$ cat src/rtl/vpe_issue_scheduler.sv
// rtl/vpe_issue_scheduler.sv - round-robin burst scheduler sharing one VPE between pipe-stage requesters
//
// Purpose: grants the VPE to one requester at a time for a bounded burst,
// locks the VPE mode for that burst, drains the VPE before the next owner,
// and routes results back as per-requester strobes after LAT cycles.
//
// Ports:
//   CLK_i        clock, rising edge
//   RST_i        synchronous reset, active-low
//   req_i        per-requester op ready
//   req_mode_i   per-requester VPE mode, sampled at grant
//   req_last_i   per-requester last-op-of-burst marker
//   gnt_o        one-hot (or zero) ownership, registered
//   vpe_valid_o  VPE operands valid (registered, one cycle after handshake)
//   vpe_mode_o   locked VPE mode
//   vpe_owner_o  current or last owner index
//   rsp_valid_o  per-requester result strobe
//   busy_o       not idle, or results still in flight
module vpe_issue_scheduler #(
    parameter int N_REQ     = 3,
    parameter int MODE_W    = 4,
    parameter int LAT       = 4,
    parameter int MAX_BURST = 8,
    localparam int OW       = (N_REQ > 1) ? $clog2(N_REQ) : 1
) (
    input  logic                      CLK_i,
    input  logic                      RST_i,
    input  logic [N_REQ-1:0]          req_i,
    input  logic [N_REQ*MODE_W-1:0]   req_mode_i,
    input  logic [N_REQ-1:0]          req_last_i,
    output logic [N_REQ-1:0]          gnt_o,
    output logic                      vpe_valid_o,
    output logic [MODE_W-1:0]         vpe_mode_o,
    output logic [OW-1:0]             vpe_owner_o,
    output logic [N_REQ-1:0]          rsp_valid_o,
    output logic                      busy_o
);

    localparam int BW = $clog2(MAX_BURST + 1);
    localparam int DW = $clog2(LAT + 1);

    typedef enum logic [1:0] {
        S_IDLE  = 2'd0,
        S_ISSUE = 2'd1,
        S_DRAIN = 2'd2
    } state_t;

    state_t                   state_q, state_d;
    logic [OW-1:0]            owner_q, owner_d;
    logic [OW-1:0]            rr_ptr_q, rr_ptr_d;
    logic [MODE_W-1:0]        mode_q, mode_d;
    logic [BW-1:0]            burst_cnt_q, burst_cnt_d;
    logic [DW-1:0]            drain_cnt_q, drain_cnt_d;
    logic [N_REQ-1:0]         gnt_q, gnt_d;
    logic                     vpe_valid_q, vpe_valid_d;
    logic [LAT-1:0]           pipe_v_q, pipe_v_d;
    logic [LAT-1:0][OW-1:0]   pipe_o_q, pipe_o_d;

    logic                     found;
    logic [OW-1:0]            win;
    int                       idx;
    logic                     release_now;

    always_comb begin
        state_d     = state_q;
        owner_d     = owner_q;
        rr_ptr_d    = rr_ptr_q;
        mode_d      = mode_q;
        burst_cnt_d = burst_cnt_q;
        drain_cnt_d = drain_cnt_q;
        gnt_d       = gnt_q;
        vpe_valid_d = 1'b0;
        release_now = 1'b0;
        found       = 1'b0;
        win         = '0;
        idx         = 0;

        // Round-robin scan starting at rr_ptr; first requester found wins.
        for (int i = 0; i < N_REQ; i++) begin
            idx = (int'(rr_ptr_q) + i) % N_REQ;
            if (!found && req_i[idx]) begin
                found = 1'b1;
                win   = OW'(idx);
            end
        end

        // Results follow the issuing owner down the latency pipe.
        pipe_v_d[0] = vpe_valid_q;
        pipe_o_d[0] = owner_q;
        for (int i = 1; i < LAT; i++) begin
            pipe_v_d[i] = pipe_v_q[i-1];
            pipe_o_d[i] = pipe_o_q[i-1];
        end

        case (state_q)
            S_IDLE: begin
                if (found) begin
                    owner_d     = win;
                    mode_d      = req_mode_i[win*MODE_W +: MODE_W];
                    burst_cnt_d = '0;
                    gnt_d       = N_REQ'(1) << win;
                    state_d     = S_ISSUE;
                end
            end
            S_ISSUE: begin
                if (!req_i[owner_q]) begin
                    // Owner has nothing left to issue: yield early.
                    release_now = 1'b1;
                end else begin
                    burst_cnt_d = burst_cnt_q + 1'b1;
                    vpe_valid_d = 1'b1;
                    if (req_last_i[owner_q] || (burst_cnt_q == BW'(MAX_BURST - 1))) begin
                        release_now = 1'b1;
                    end
                end
                if (release_now) begin
                    gnt_d       = '0;
                    rr_ptr_d    = (owner_q == OW'(N_REQ - 1)) ? '0 : owner_q + 1'b1;
                    drain_cnt_d = DW'(LAT);
                    state_d     = S_DRAIN;
                end
            end
            S_DRAIN: begin
                drain_cnt_d = drain_cnt_q - 1'b1;
                if (drain_cnt_q == DW'(1)) begin
                    state_d = S_IDLE;
                end
            end
            default: begin
                state_d = S_IDLE;
                gnt_d   = '0;
            end
        endcase
    end

    always_ff @(posedge CLK_i) begin
        if (!RST_i) begin
            state_q     <= S_IDLE;
            owner_q     <= '0;
            rr_ptr_q    <= '0;
            mode_q      <= '0;
            burst_cnt_q <= '0;
            drain_cnt_q <= '0;
            gnt_q       <= '0;
            vpe_valid_q <= 1'b0;
            pipe_v_q    <= '0;
            pipe_o_q    <= '0;
        end else begin
            state_q     <= state_d;
            owner_q     <= owner_d;
            rr_ptr_q    <= rr_ptr_d;
            mode_q      <= mode_d;
            burst_cnt_q <= burst_cnt_d;
            drain_cnt_q <= drain_cnt_d;
            gnt_q       <= gnt_d;
            vpe_valid_q <= vpe_valid_d;
            pipe_v_q    <= pipe_v_d;
            pipe_o_q    <= pipe_o_d;
        end
    end

    assign gnt_o       = gnt_q;
    assign vpe_valid_o = vpe_valid_q;
    assign vpe_mode_o  = mode_q;
    assign vpe_owner_o = owner_q;
    assign rsp_valid_o = pipe_v_q[LAT-1] ? (N_REQ'(1) << pipe_o_q[LAT-1]) : '0;
    assign busy_o      = (state_q != S_IDLE) | vpe_valid_q | (|pipe_v_q);

endmodule

$ cat config.mk
export PLATFORM = sky130hd
export DESIGN_NAME = vpe_issue_scheduler
export DESIGN_NICKNAME = d
export VERILOG_FILES = /design/src/rtl/vpe_issue_scheduler.sv
export SDC_FILE = /design/constraint.sdc
export NUM_CORES = 1
export LEC_CHECK = 0
export ABC_AREA = 1
export ABC_CLOCK_PERIOD_IN_PS = 2700
export CAP_MARGIN = 15
export CORE_UTILIZATION = 58
export CTS_BUF_LIST = sky130_fd_sc_hd__clkbuf_4
export DETAILED_ROUTE_END_ITERATION = 6
export PLACE_DENSITY = 0.88
export SYNTH_ARGS = -nofsm -noshare
export SYNTH_HDL_FRONTEND = slang
export SYNTH_SLANG_ARGS = --single-unit
$ cat constraint.sdc
create_clock -name CLK_i -period 2.7 [get_ports CLK_i]
set_input_delay 0.54 -clock CLK_i [delete_from_list [all_inputs] [get_ports CLK_i]]
set_output_delay 0.54 -clock CLK_i [all_outputs]
set_load 0.01 [all_outputs]
### After elaboration in Yosys (flattened, before gate mapping)

Index checks and enable logic that the tools add are counted.

| word-level totals | value |
|---|---|
| register bits | 33 |
| latch bits | 0 |
| memory bits (writable) | 0 |
| memory bits (read-only) | 0 |
| input bits | 20 |
| memories kept | 0 |

| operators by class | value |
|---|---|
| add/subtract/negate cells | 5 |
| multiply operators | 0 |
| div/mod/pow operators | 3 |
| order comparisons | 4 |
| equal/unequal tests | 9 |
| shift-type cells | 3 |
| mux-type cells | 37 |
| bitwise gates (word level) | 3 |
| reductions and logical operators | 17 |

Operators by type and width:

| kind | number |
|---|---|
| 32-bit by 4-bit less-than comparator with 1-bit output (second input constant) | 3 |
| 32-bit by 3-bit remainder unit with 32-bit output (second input constant) | 2 |
| 3-bit by 3-bit remainder unit with 32-bit output (second input constant) | 1 |
| 1-bit 2-to-1 mux | 15 |
| 2-bit 2-to-1 mux | 7 |
| 3-bit 2-to-1 mux | 4 |
| 12-bit by 5-bit variable part select with 4-bit output | 1 |
| 1-bit binary-select mux with 2-bit select | 5 |
| 3-bit case mux with 3 select lines | 1 |
| 3-bit AND reduction | 3 |
| 4-bit 2-to-1 mux | 2 |
| 2-bit != test (second input constant) | 4 |
| 4-bit case mux with 2 select lines | 1 |
| 2-bit AND reduction | 4 |
| 2-bit case mux with 3 select lines | 1 |
| 3-bit case mux with 2 select lines | 1 |
| 2-bit nonzero test | 3 |
| 1-bit by 2-bit << shifter with 3-bit output (first input constant) | 2 |
| 4-bit by 1-bit adder with 4-bit output (second input constant) | 1 |
| 2-bit == test (second input constant) | 2 |
| 4-bit by 3-bit == test with 1-bit output (second input constant) | 1 |
| 4-bit OR reduction | 1 |
| 2-bit by 1-bit adder with 3-bit output (second input constant) | 1 |
| 2-bit by 2-bit adder with 3-bit output (second input constant) | 1 |
| other kinds (11) | 14 |

### Logic depth before layout (Yosys ltp)

Gate-level depths: netlist (run 1).

| logic depth | value |
|---|---|
| depth in word-level cells | 14 |
| depth in mapped cells | 13 |
| gate-level depth less buffers | 13 |

### Worst setup path after synthesis (run 1)

No wires, ideal clock.

| path | value |
|---|---|
| path kind | register -> register |
| start | reg rr_ptr_q[0] |
| end | reg mode_q[2] (netlist: vpe_mode_o[2]) |
| library setup time | 0.119 ns |
| arrival time | 1.588 ns |
| slack | 0.992 ns |
| stages on the path, launching flop included | 13 |
| path buffers | 1 |
| period minus slack after synthesis | 1.708 ns |
| path through | dfxtp_1 inv_1 ha_1 inv_2 nand2_1 nand3_1 nand2_2 nand3_4 nand2_4 buf_6 inv_2 o21ai_0 a21oi_1 |

| on the way | value |
|---|---|
| longest elaborated chain between the ends | 12 |
| elaborated cells between the ends (all ways) | 26 |
| classes of those cells | add/sub (2); div (3); shift (1); mux (15); reduce/logical (5) |

RTL lines:

| what | RTL line | source |
|---|---|---|
| start, declared | 50 | `logic [OW-1:0] rr_ptr_q, rr_ptr_d;` |
| start signal, assigned | 151 | `rr_ptr_q <= rr_ptr_d;` |
| branches (longest 12 deep; another with 32-bit by 3-bit remainder unit with 32-bit output) | n/a |  |
| end signal, assigned | 152 | `mode_q <= mode_d;` |
| end, declared | 51 | `logic [MODE_W-1:0] mode_q, mode_d;` |

Parallel ways; which one is timed is not known. The select of a mux whose other input is x is not followed.
A chain may end at the register's enable or synchronous reset.

### Final worst setup path (run 1)

| path | value |
|---|---|
| start | reg rr_ptr_q[0] |
| end | reg mode_q[1] (netlist: vpe_mode_o[1]) |

Same word-level chain as after synthesis.

==> flow_summary.html, run 1 <==
<table>
<tr><th>Metric</th><th>Value</th></tr>
<tr><th colspan="2">Run status</th></tr>
<tr><td>Outcome</td><td>completed</td></tr>
<tr><th colspan="2">STA</th></tr>
<tr><td>Transition at the pin with the smallest max-transition slack</td><td>between 400 and 500 ps</td></tr>
<tr><td>Setup violations, final</td><td>0</td></tr>
<tr><td>Shortest clock period the worst path allows after layout</td><td>between 2000 and 2500 ps</td></tr>
<tr><td>Setup repair after global routing missed its margin</td><td>false</td></tr>
<tr><td>Tcrit/Tclk final</td><td>approximately four fifths</td></tr>
<tr><td>Worst relative slew slack</td><td>about 69%</td></tr>
<tr><td>Fmax</td><td>~470 MHz</td></tr>
<tr><td>Final setup skew</td><td>approximately 6.6 ps</td></tr>
<tr><td>Number of pins exceeding their max-slew limit in the final report</td><td>0</td></tr>
<tr><td>Final Hold Violating Endpoints</td><td>0</td></tr>
<tr><td>Final-layout setup total negative slack</td><td>0 ps</td></tr>
<tr><th colspan="2">Critical path</th></tr>
<tr><td>Worst setup path class</td><td>reg2reg</td></tr>
<tr><td>CP cell instances</td><td>inv_1, ha_1, o21ai_1, nand2_2, nand3_4, nand2_4, nor2_2, nand3_1, a21oi_1</td></tr>
<tr><td>Data arrival time of the critical path</td><td>2370 ps</td></tr>
<tr><td>Crit Path Max Fanout</td><td>12</td></tr>
<tr><td>Setup slack, reg-to-reg</td><td>590 ps</td></tr>
<tr><td>Worst-path cell with the longest stage delay</td><td>sky130_fd_sc_hd__ha_1</td></tr>
<tr><td>FF-to-FF path depth</td><td>9</td></tr>
<tr><td>Critical path capture point type</td><td>flop</td></tr>
<tr><td>Bufs and invs on worst path</td><td>1</td></tr>
<tr><td>Worst endpoint required time</td><td>roughly 3000 ps</td></tr>
<tr><td>Max stage delay on crit path</td><td>~380 ps</td></tr>
<tr><td>Reg-to-reg critical path endpoint</td><td>vpe_mode_o[1]</td></tr>
<tr><td>Startpoint of the worst-slack reg-to-reg timing path</td><td>rr_ptr_q[0]</td></tr>
<tr><td>CP delay by family, top</td><td>simple AND/OR/NAND/NOR gates</td></tr>
<tr><td>Sort of element at the start of the critical path</td><td>flop</td></tr>
<tr><th colspan="2">Power</th></tr>
<tr><td>Leakage component of the power</td><td>roughly 1.0 nW</td></tr>
<tr><td>Total power per unit cell area</td><td>1039 nW/um2</td></tr>
<tr><td>PnR Total Power</td><td>between 2 and 2.5 mW</td></tr>
<tr><td>Maximum vdd ir drop</td><td>approximately 0.00064 V</td></tr>
<tr><th colspan="2">Detailed routing</th></tr>
<tr><td>Drt first pass iters</td><td>4</td></tr>
<tr><td>Total routed wirelength</td><td>around 3.7 mm</td></tr>
<tr><td>WL per Instance</td><td>11.64 um</td></tr>
<tr><td>DRC violations left</td><td>0</td></tr>
<tr><td>Via count</td><td>about 1,600</td></tr>
<tr><td>Vias per inst</td><td>just over 5</td></tr>
<tr><td>Number of nets with antenna violations after routing</td><td>0</td></tr>
<tr><td>Initial drt markers</td><td>76</td></tr>
<tr><th colspan="2">Die</th></tr>
<tr><td>Rows</td><td>19</td></tr>
<tr><td>Count of pins on the block boundary</td><td>34</td></tr>
<tr><td>Die X-Extent</td><td>between 50 and 60 um</td></tr>
<tr><td>Effective utilization at floorplan</td><td>62.85%</td></tr>
<tr><td>Area enclosed by the die boundary</td><td>approximately 3300 um2</td></tr>
<tr><td>Core area</td><td>2829 um2</td></tr>
<tr><td>Die Y-Extent</td><td>57.37 um</td></tr>
<tr><th colspan="2">Hold path</th></tr>
<tr><td>Cell count of the worst hold path</td><td>2</td></tr>
<tr><td>Hold wc startpoint</td><td>pipe_o_d[7]</td></tr>
<tr><td>Hold EP</td><td>pipe_o_q[7]</td></tr>
<tr><td>Worst min path class</td><td>reg2reg</td></tr>
<tr><th colspan="2">Yosys</th></tr>
<tr><td>Portion of the post-synthesis area used by sequential elements</td><td>a little under two fifths</td></tr>
<tr><td>Area share of fa/ha/maj cells after synthesis</td><td>under 10%</td></tr>
<tr><td>Post-synthesis instance total</td><td>between 200 and 250</td></tr>
<tr><td>Total of flip-flops plus latches after synthesis</td><td>33</td></tr>
<tr><td>Synth warnings</td><td>0</td></tr>
<tr><td>Share of the synthesized netlist area taken by xor and xnor gates</td><td>less than 1%</td></tr>
<tr><td>Post-Syn Area</td><td>1778 um2</td></tr>
<tr><td>Net count after synthesis</td><td>275</td></tr>
<tr><td>Portion of netlist area occupied by mux cells</td><td>0%</td></tr>
<tr><td>Post-synthesis simple-gate area fraction</td><td>between 30% and 40%</td></tr>
<tr><td>Number of distinct library cells after synthesis</td><td>33</td></tr>
<tr><td>Fraction of the mapped netlist area in compound gates</td><td>about 14%</td></tr>
<tr><td>Mean cell area of the mapped netlist</td><td>approximately 7.2 um2</td></tr>
<tr><td>Largest family of logic cells by synthesized area</td><td>simple AND/OR/NAND/NOR gates</td></tr>
<tr><th colspan="2">Clock network</th></tr>
<tr><td>CTS Sinks</td><td>33</td></tr>
<tr><td>Level count of the clock H-tree</td><td>2</td></tr>
<tr><td>Post-cts repair resize count</td><td>0</td></tr>
<tr><td>Post-CTS Hold Fix Bufs</td><td>0</td></tr>
<tr><td>Number of setup buffers added after CTS</td><td>0</td></tr>
<tr><td>Clk buf depth</td><td>2</td></tr>
<tr><td>Clock root buffer</td><td>sky130_fd_sc_hd__clkbuf_4</td></tr>
<tr><td>TritonCTS clock tree</td><td>done</td></tr>
<tr><td>TritonCTS Buffers</td><td>5</td></tr>
<tr><td>Clock slew at the register clock pins of the worst setup and hold paths</td><td>90 ps</td></tr>
<tr><td>Clock network latency to the later pin of the worst-skew pair</td><td>about 320 ps</td></tr>
<tr><th colspan="2">Global routing</th></tr>
<tr><td>Antenna violations before repair</td><td>0</td></tr>
<tr><td>Largest net degree at the start of global routing</td><td>20</td></tr>
<tr><td>Via count of the first global-routing pass</td><td>1,502</td></tr>
<tr><td>Total track usage</td><td>24.87%</td></tr>
<tr><td>Global-route wire length before repair</td><td>6.306 mm</td></tr>
<tr><td>Leftover overflow at the end of global routing</td><td>0</td></tr>
<tr><th colspan="2">Finish</th></tr>
<tr><td>Relative area change from synthesis to final layout</td><td>22.24%</td></tr>
<tr><td>Most common cell after layout, fill and taps aside</td><td>sky130_fd_sc_hd__nand2_1</td></tr>
<tr><td>Final Util</td><td>roughly three quarters</td></tr>
<tr><td>Inserted Diodes</td><td>0</td></tr>
<tr><td>Share of cells above drive strength 1</td><td>13.03%</td></tr>
<tr><td>Total number of nets in the final design</td><td>311</td></tr>
<tr><td>Most frequent cells in the layout</td><td>sky130_fd_sc_hd__nand2_1 (48), sky130_fd_sc_hd__inv_1 (42), sky130_fd_sc_hd__dfxtp_1 (33), sky130_fd_sc_hd__clkdlybuf4s50_1 (33)</td></tr>
<tr><th colspan="2">Flow run</th></tr>
<tr><td>Max_cap viols</td><td>0</td></tr>
<tr><th colspan="2">Placement</th></tr>
<tr><td>Placed wire-length estimate after detailed placement</td><td>2.779 mm</td></tr>
<tr><td>Last weighted congestion value of the routability-driven placer</td><td>0.8927</td></tr>
<tr><td>PortBufs</td><td>33</td></tr>
</table>
## synth_stat cells
cell type / n / share of area, %
sky130_fd_sc_hd__nand2_4: 3 / 1.9
sky130_fd_sc_hd__nor3_2: 2 / 1.1
sky130_fd_sc_hd__ha_1: 7 / 4.9
sky130_fd_sc_hd__a31oi_1: 1 / 0.35
sky130_fd_sc_hd__o21a_1: 1 / 0.42
sky130_fd_sc_hd__o21ai_0: 9 / 2.5
sky130_fd_sc_hd__and3_1: 2 / 0.70
sky130_fd_sc_hd__nor2_1: 13 / 2.7
sky130_fd_sc_hd__buf_4: 2 / 0.84
sky130_fd_sc_hd__inv_2: 6 / 1.3
sky130_fd_sc_hd__nor2_2: 4 / 1.4
sky130_fd_sc_hd__o21ai_1: 2 / 0.56
sky130_fd_sc_hd__nand2_2: 5 / 1.8
sky130_fd_sc_hd__a21oi_1: 20 / 5.6
sky130_fd_sc_hd__nand3b_1: 1 / 0.42
sky130_fd_sc_hd__clkinv_1: 1 / 0.21
sky130_fd_sc_hd__nand3_4: 1 / 0.99
sky130_fd_sc_hd__a21oi_2: 2 / 0.99
sky130_fd_sc_hd__a211oi_1: 1 / 0.42
sky130_fd_sc_hd__nor3_1: 3 / 0.84
sky130_fd_sc_hd__a21boi_0: 3 / 1.3
sky130_fd_sc_hd__clkbuf_1: 3 / 0.63
sky130_fd_sc_hd__nand2_1: 48 / 10
sky130_fd_sc_hd__nor3b_1: 1 / 0.42
sky130_fd_sc_hd__nand3_1: 20 / 5.6
sky130_fd_sc_hd__o21ai_2: 3 / 1.5
sky130_fd_sc_hd__nand3_2: 2 / 1.1
sky130_fd_sc_hd__inv_1: 42 / 8.9
sky130_fd_sc_hd__dfxtp_1: 33 / 37
sky130_fd_sc_hd__xor2_1: 1 / 0.49
sky130_fd_sc_hd__nand4_1: 4 / 1.4
sky130_fd_sc_hd__o211ai_2: 1 / 0.70
sky130_fd_sc_hd__buf_6: 1 / 0.63
## routing by layer
metal	vias up	part of all wire [%]	wire, um	GRT usage [%]
li1	856	-	-	-
met1	716	45	1668	30.48
met2	52	48	1770	42.86
met3	8	5.0	182	4.535
met4	0	1.2	44	10.10
met5	-	0	0	0
## area by class of cell
cell class	count	area, um2
multi-input cells	160	895.9
flip-flops and latches	33	660.6
fillers	212	655.6
repair buffers	35	345.3
inverters	49	183.9
clock buffers	6	45.04
well taps	31	38.79
clock inverters	1	3.754
## how the worst max path moves through the flow
stage,startpoint,depth (start not counted),endpoint,slack [ps]
4_1_cts,rr_ptr_q[0],9,vpe_mode_o[1],610
3_3_place_gp,req_i[2],9,vpe_mode_o[1],400
6_report,rr_ptr_q[0],9,vpe_mode_o[1],590
2_1_floorplan,rr_ptr_q[0],12,vpe_mode_o[2],990
3_5_place_dp,req_i[2],9,vpe_mode_o[1],350
5_1_grt,rr_ptr_q[0],11,vpe_mode_o[1],450
## sequential cells by signal, indices dropped and copies added (netlist names)
| register | flops |
|---|---|
| pipe_o_q | 2 |
| state_q | 2 |
| drain_cnt_q | 3 |
| gnt_o | 3 |
| pipe_v_q | 4 |
| pipe_o_d | 6 |
| burst_cnt_q | 4 |
| vpe_valid_o | 1 |
| vpe_mode_o | 4 |
| vpe_owner_o | 2 |
| rr_ptr_q | 2 |
## where the power goes
part / total [mW] / internal (mW) / switching (mW)
registers: 0.679 / 0.600 / 0.0782
logic: 1.33 / 0.493 / 0.832
clock network: 0.255 / 0.104 / 0.150
total: 2.26 / 1.20 / 1.06
## through the flow
step	setup WS [ps]	instances	area, um2	hold slack [ps]
global placement	396.0	308	2125	391.5
finish	587.1	315	2173	417.1
CTS	608.5	315	2173	419.3
floorplan	992.4	248	1778	390.5
global route	445.8	315	2173	430.4
detailed placement	350.9	308	2125	398.6
## cells by family (layout without fill, tap and decap cells)
family,count (synthesis),in the layout
AO/OA/AOI/OAI,43,43
XOR/XNOR,1,1
adder cells (fa/ha/maj),7,7
buffers and inverters,55,91
flip-flops,33,33
AND/OR/NAND/NOR,109,109
## tightest hold or removal path, delay by kind of cell, from the launching register on
| family | cells | cell delay [ps] |
|---|---|---|
| buf+inv | 1 | 40 |
| flops | 1 | 310 |
| simple gates | 1 | 40 |
Power figures use the tool's default switching activity.
==> inputs of run 2 (changes only) <==
ABC_CLOCK_PERIOD_IN_PS = 2000   (was 2700)
CORE_UTILIZATION = 53   (was 58)
PLACE_DENSITY = 0.81   (was 0.88)
clock period = 2 ns   (was 2.7 ns; I/O delays follow)
==> run 2 against run 1 <==
  * Register-to-register slack got worse by 440 ps
  * Clock-buffer cell count unchanged
  * Via count up 1.5%
  * Flip-flop and latch count unchanged
  * Critical path depth up 2
  * Design area increased by 3.9%
  * Largest power group unchanged
==> flow_summary.html, run 2 (synthesis gave the netlist of run 1 again) <==
<table>
<tr><th>Metric</th><th>Value</th></tr>
<tr><th colspan="2">STA</th></tr>
<tr><td>Final setup skew</td><td>11.49 ps</td></tr>
<tr><td>Number of pins exceeding their max-slew limit in the final report</td><td>0</td></tr>
<tr><td>Final Hold Violating Endpoints</td><td>0</td></tr>
<tr><td>Setup violations, final</td><td>0</td></tr>
<tr><td>Shortest clock period the worst path allows after layout</td><td>roughly 1900 ps</td></tr>
<tr><td>Worst relative slew slack</td><td>between 70% and 80%</td></tr>
<tr><td>Final-layout setup total negative slack</td><td>0 ps</td></tr>
<tr><td>Transition at the pin with the smallest max-transition slack</td><td>between 400 and 500 ps</td></tr>
<tr><td>Fmax</td><td>~540 MHz</td></tr>
<tr><td>Final Hold Slack</td><td>between 400 and 500 ps</td></tr>
<tr><td>Tcrit/Tclk final</td><td>about 93%</td></tr>
<tr><th colspan="2">Finish</th></tr>
<tr><td>Number of flip-flops under the largest register name</td><td>6</td></tr>
<tr><td>Relative area change from synthesis to final layout</td><td>26.95%</td></tr>
<tr><td>Most common cell after layout, fill and taps aside</td><td>sky130_fd_sc_hd__nand2_1</td></tr>
<tr><td>Total number of nets in the final design</td><td>316</td></tr>
<tr><td>Most frequent cells in the layout</td><td>sky130_fd_sc_hd__nand2_1 (47), sky130_fd_sc_hd__inv_1 (42), sky130_fd_sc_hd__dfxtp_1 (32), sky130_fd_sc_hd__clkdlybuf4s50_1 (32), sky130_fd_sc_hd__nand3_1 (20)</td></tr>
<tr><td>Inserted Diodes</td><td>0</td></tr>
<tr><td>Share of cells above drive strength 1</td><td>16.26%</td></tr>
<tr><th colspan="2">Die</th></tr>
<tr><td>Area enclosed by the die boundary</td><td>roughly 3600 um2</td></tr>
<tr><td>Die X-Extent</td><td>about 60 um</td></tr>
<tr><td>Count of pins on the block boundary</td><td>34</td></tr>
<tr><td>Rows</td><td>20</td></tr>
<tr><td>Die Y-Extent</td><td>between 50 and 60 um</td></tr>
<tr><td>Core area</td><td>between 3000 and 4000 um2</td></tr>
<tr><td>Effective utilization at floorplan</td><td>56.84%</td></tr>
<tr><th colspan="2">Power</th></tr>
<tr><td>Switching power total</td><td>~1.5 mW</td></tr>
<tr><td>Sequential cell fraction of total power</td><td>between 20 and 30%</td></tr>
<tr><td>Part of the power in combinational logic</td><td>59.7%</td></tr>
<tr><td>PnR Total Power</td><td>approximately 3.2 mW</td></tr>
<tr><td>Internal power consumption</td><td>1.709 mW</td></tr>
<tr><td>Maximum vdd ir drop</td><td>0.0007821 V</td></tr>
<tr><td>Total power per unit cell area</td><td>roughly 1400 nW/um2</td></tr>
<tr><td>Proportion of power drawn by the clock network</td><td>a little under an eighth</td></tr>
<tr><td>Sw Share</td><td>between 40% and 50%</td></tr>
<tr><td>Leakage component of the power</td><td>between 1 and 1.5 nW</td></tr>
<tr><th colspan="2">Global routing</th></tr>
<tr><td>Global-route wire length before repair</td><td>roughly 6 mm</td></tr>
<tr><td>Antenna violations before repair</td><td>0</td></tr>
<tr><td>Via count of the first global-routing pass</td><td>1,462</td></tr>
<tr><td>Largest net degree at the start of global routing</td><td>20</td></tr>
<tr><td>Leftover overflow at the end of global routing</td><td>0</td></tr>
<tr><td>Total track usage</td><td>~23%</td></tr>
<tr><th colspan="2">Clock network</th></tr>
<tr><td>Clock slew at the register clock pins of the worst setup and hold paths</td><td>~100 ps</td></tr>
<tr><td>Clk buf depth</td><td>2</td></tr>
<tr><td>Clock network latency to the later pin of the worst-skew pair</td><td>340 ps</td></tr>
<tr><td>CTS Sinks</td><td>33</td></tr>
<tr><td>Number of setup buffers added after CTS</td><td>0</td></tr>
<tr><td>Post-CTS Hold Fix Bufs</td><td>0</td></tr>
<tr><td>Clock root buffer</td><td>sky130_fd_sc_hd__clkbuf_4</td></tr>
<tr><td>Level count of the clock H-tree</td><td>2</td></tr>
<tr><td>TritonCTS Buffers</td><td>5</td></tr>
<tr><td>Post-cts repair resize count</td><td>0</td></tr>
<tr><td>TritonCTS clock tree</td><td>done</td></tr>
<tr><th colspan="2">Hold path</th></tr>
<tr><td>Worst min path class</td><td>reg2reg</td></tr>
<tr><td>Hold EP</td><td>pipe_o_q[7]</td></tr>
<tr><td>Cell count of the worst hold path</td><td>2</td></tr>
<tr><td>Hold wc startpoint</td><td>pipe_o_d[7]</td></tr>
<tr><th colspan="2">Detailed routing</th></tr>
<tr><td>Number of nets with antenna violations after routing</td><td>0</td></tr>
<tr><td>Total routed wirelength</td><td>about 3.7 mm</td></tr>
<tr><td>Via count</td><td>1,657</td></tr>
<tr><td>Drt first pass iters</td><td>4</td></tr>
<tr><td>DRC violations left</td><td>0</td></tr>
<tr><td>WL per Instance</td><td>10.99 um</td></tr>
<tr><td>Initial drt markers</td><td>~60</td></tr>
<tr><td>Vias per inst</td><td>approximately 5</td></tr>
<tr><th colspan="2">Critical path</th></tr>
<tr><td>Sort of element at the start of the critical path</td><td>flop</td></tr>
<tr><td>FF-to-FF path depth</td><td>11</td></tr>
<tr><td>Worst setup path class</td><td>reg2reg</td></tr>
<tr><td>Reg-to-reg critical path endpoint</td><td>gnt_o[0]</td></tr>
<tr><td>Worst-path cell with the longest stage delay</td><td>sky130_fd_sc_hd__dfxtp_1</td></tr>
<tr><td>Critical path capture point type</td><td>flop</td></tr>
<tr><td>Data arrival time of the critical path</td><td>roughly 2100 ps</td></tr>
<tr><td>Startpoint of the worst-slack reg-to-reg timing path</td><td>rr_ptr_q[1]</td></tr>
<tr><td>Max stage delay on crit path</td><td>360 ps</td></tr>
<tr><td>Worst endpoint required time</td><td>2210 ps</td></tr>
<tr><td>CP cell instances</td><td>inv_1, ha_2, inv_2, nand2_1, nand3_2, nand2_4, nand2_1, o21ai_0, nor2_1, nand3_1, a21oi_1</td></tr>
<tr><td>Crit Path Max Fanout</td><td>7</td></tr>
<tr><td>Most common cell on crit path</td><td>sky130_fd_sc_hd__nand2_1</td></tr>
<tr><td>Setup slack, reg-to-reg</td><td>150 ps</td></tr>
<tr><th colspan="2">Flow run</th></tr>
<tr><td>Max_cap viols</td><td>0</td></tr>
<tr><th colspan="2">Run status</th></tr>
<tr><td>Outcome</td><td>completed</td></tr>
<tr><th colspan="2">Placement</th></tr>
<tr><td>PortBufs</td><td>33</td></tr>
<tr><td>Placed wire-length estimate after detailed placement</td><td>~2.8 mm</td></tr>
<tr><td>Last weighted congestion value of the routability-driven placer</td><td>0.8805</td></tr>
</table>
==> run 2: through the flow <==
stage	setup slack, ps	instance area, um2	util (%)	cells
4_1_cts	5.355	2227	71.20	333
3_3_place_gp	6.128	2178	69.64	326
3_5_place_dp	-11.02	2178	69.64	326
6_report	149.9	2257	72.16	333
2_1_floorplan	292.4	1778	-	248
5_1_grt	-5.866	2257	72.16	333
==> run 2: cell type report <==
cell class,count,area (um2)
multi-input cells,160,922.1
fillers,266,870.8
flip-flops and latches,33,661.9
repair buffers,40,385.4
inverters,49,183.9
well taps,44,55.05
clock buffers,6,45.04
clock inverters,1,3.754
==> run 2: how the worst max path moves through the flow <==
stage                     start             to  slack (ps)
detailed placement     req_i[2]  vpe_mode_o[1]         -10
global route        rr_ptr_q[1]  vpe_mode_o[3]          -6
finish              rr_ptr_q[1]       gnt_o[0]         150
global placement       req_i[2]  vpe_mode_o[1]           6
CTS                 rr_ptr_q[0]  vpe_mode_o[3]           5
floorplan           rr_ptr_q[0]  vpe_mode_o[2]         290
==> run 2: routing by layer <==
layer | routed length [um] | vias to the layer above | GRT usage [%] | part of all wire, %
met1 | 1775 | 739 | 27.33 | 48
met4 | 51 | 0 | 8.306 | 1.4
met5 | 0 | - | 0 | 0
met3 | 155 | 6 | 7.792 | 4.2
li1 | - | 874 | - | -
met2 | 1678 | 38 | 36.98 | 46
==> run 2: critical path: cells and delay by family, from the launching register on <==
kind,cells,cell delay [ps]
AOI/OAI and AO/OA,2,350
DFF,1,360
buffers and inverters,2,180
adders and majority gates,1,270
and+or+nand+nor,6,540
==> run 2: power groups by stage <==
stage / sequential [mW] / combinational (mW) / clock, mW
floorplan: 0.929 / 1.30 / 0
global placement: 0.928 / 1.78 / 0
detailed placement: 0.930 / 1.80 / 0
CTS: 0.915 / 1.82 / 0.365
global route: 0.940 / 2.12 / 0.396
finish: 0.923 / 1.90 / 0.359
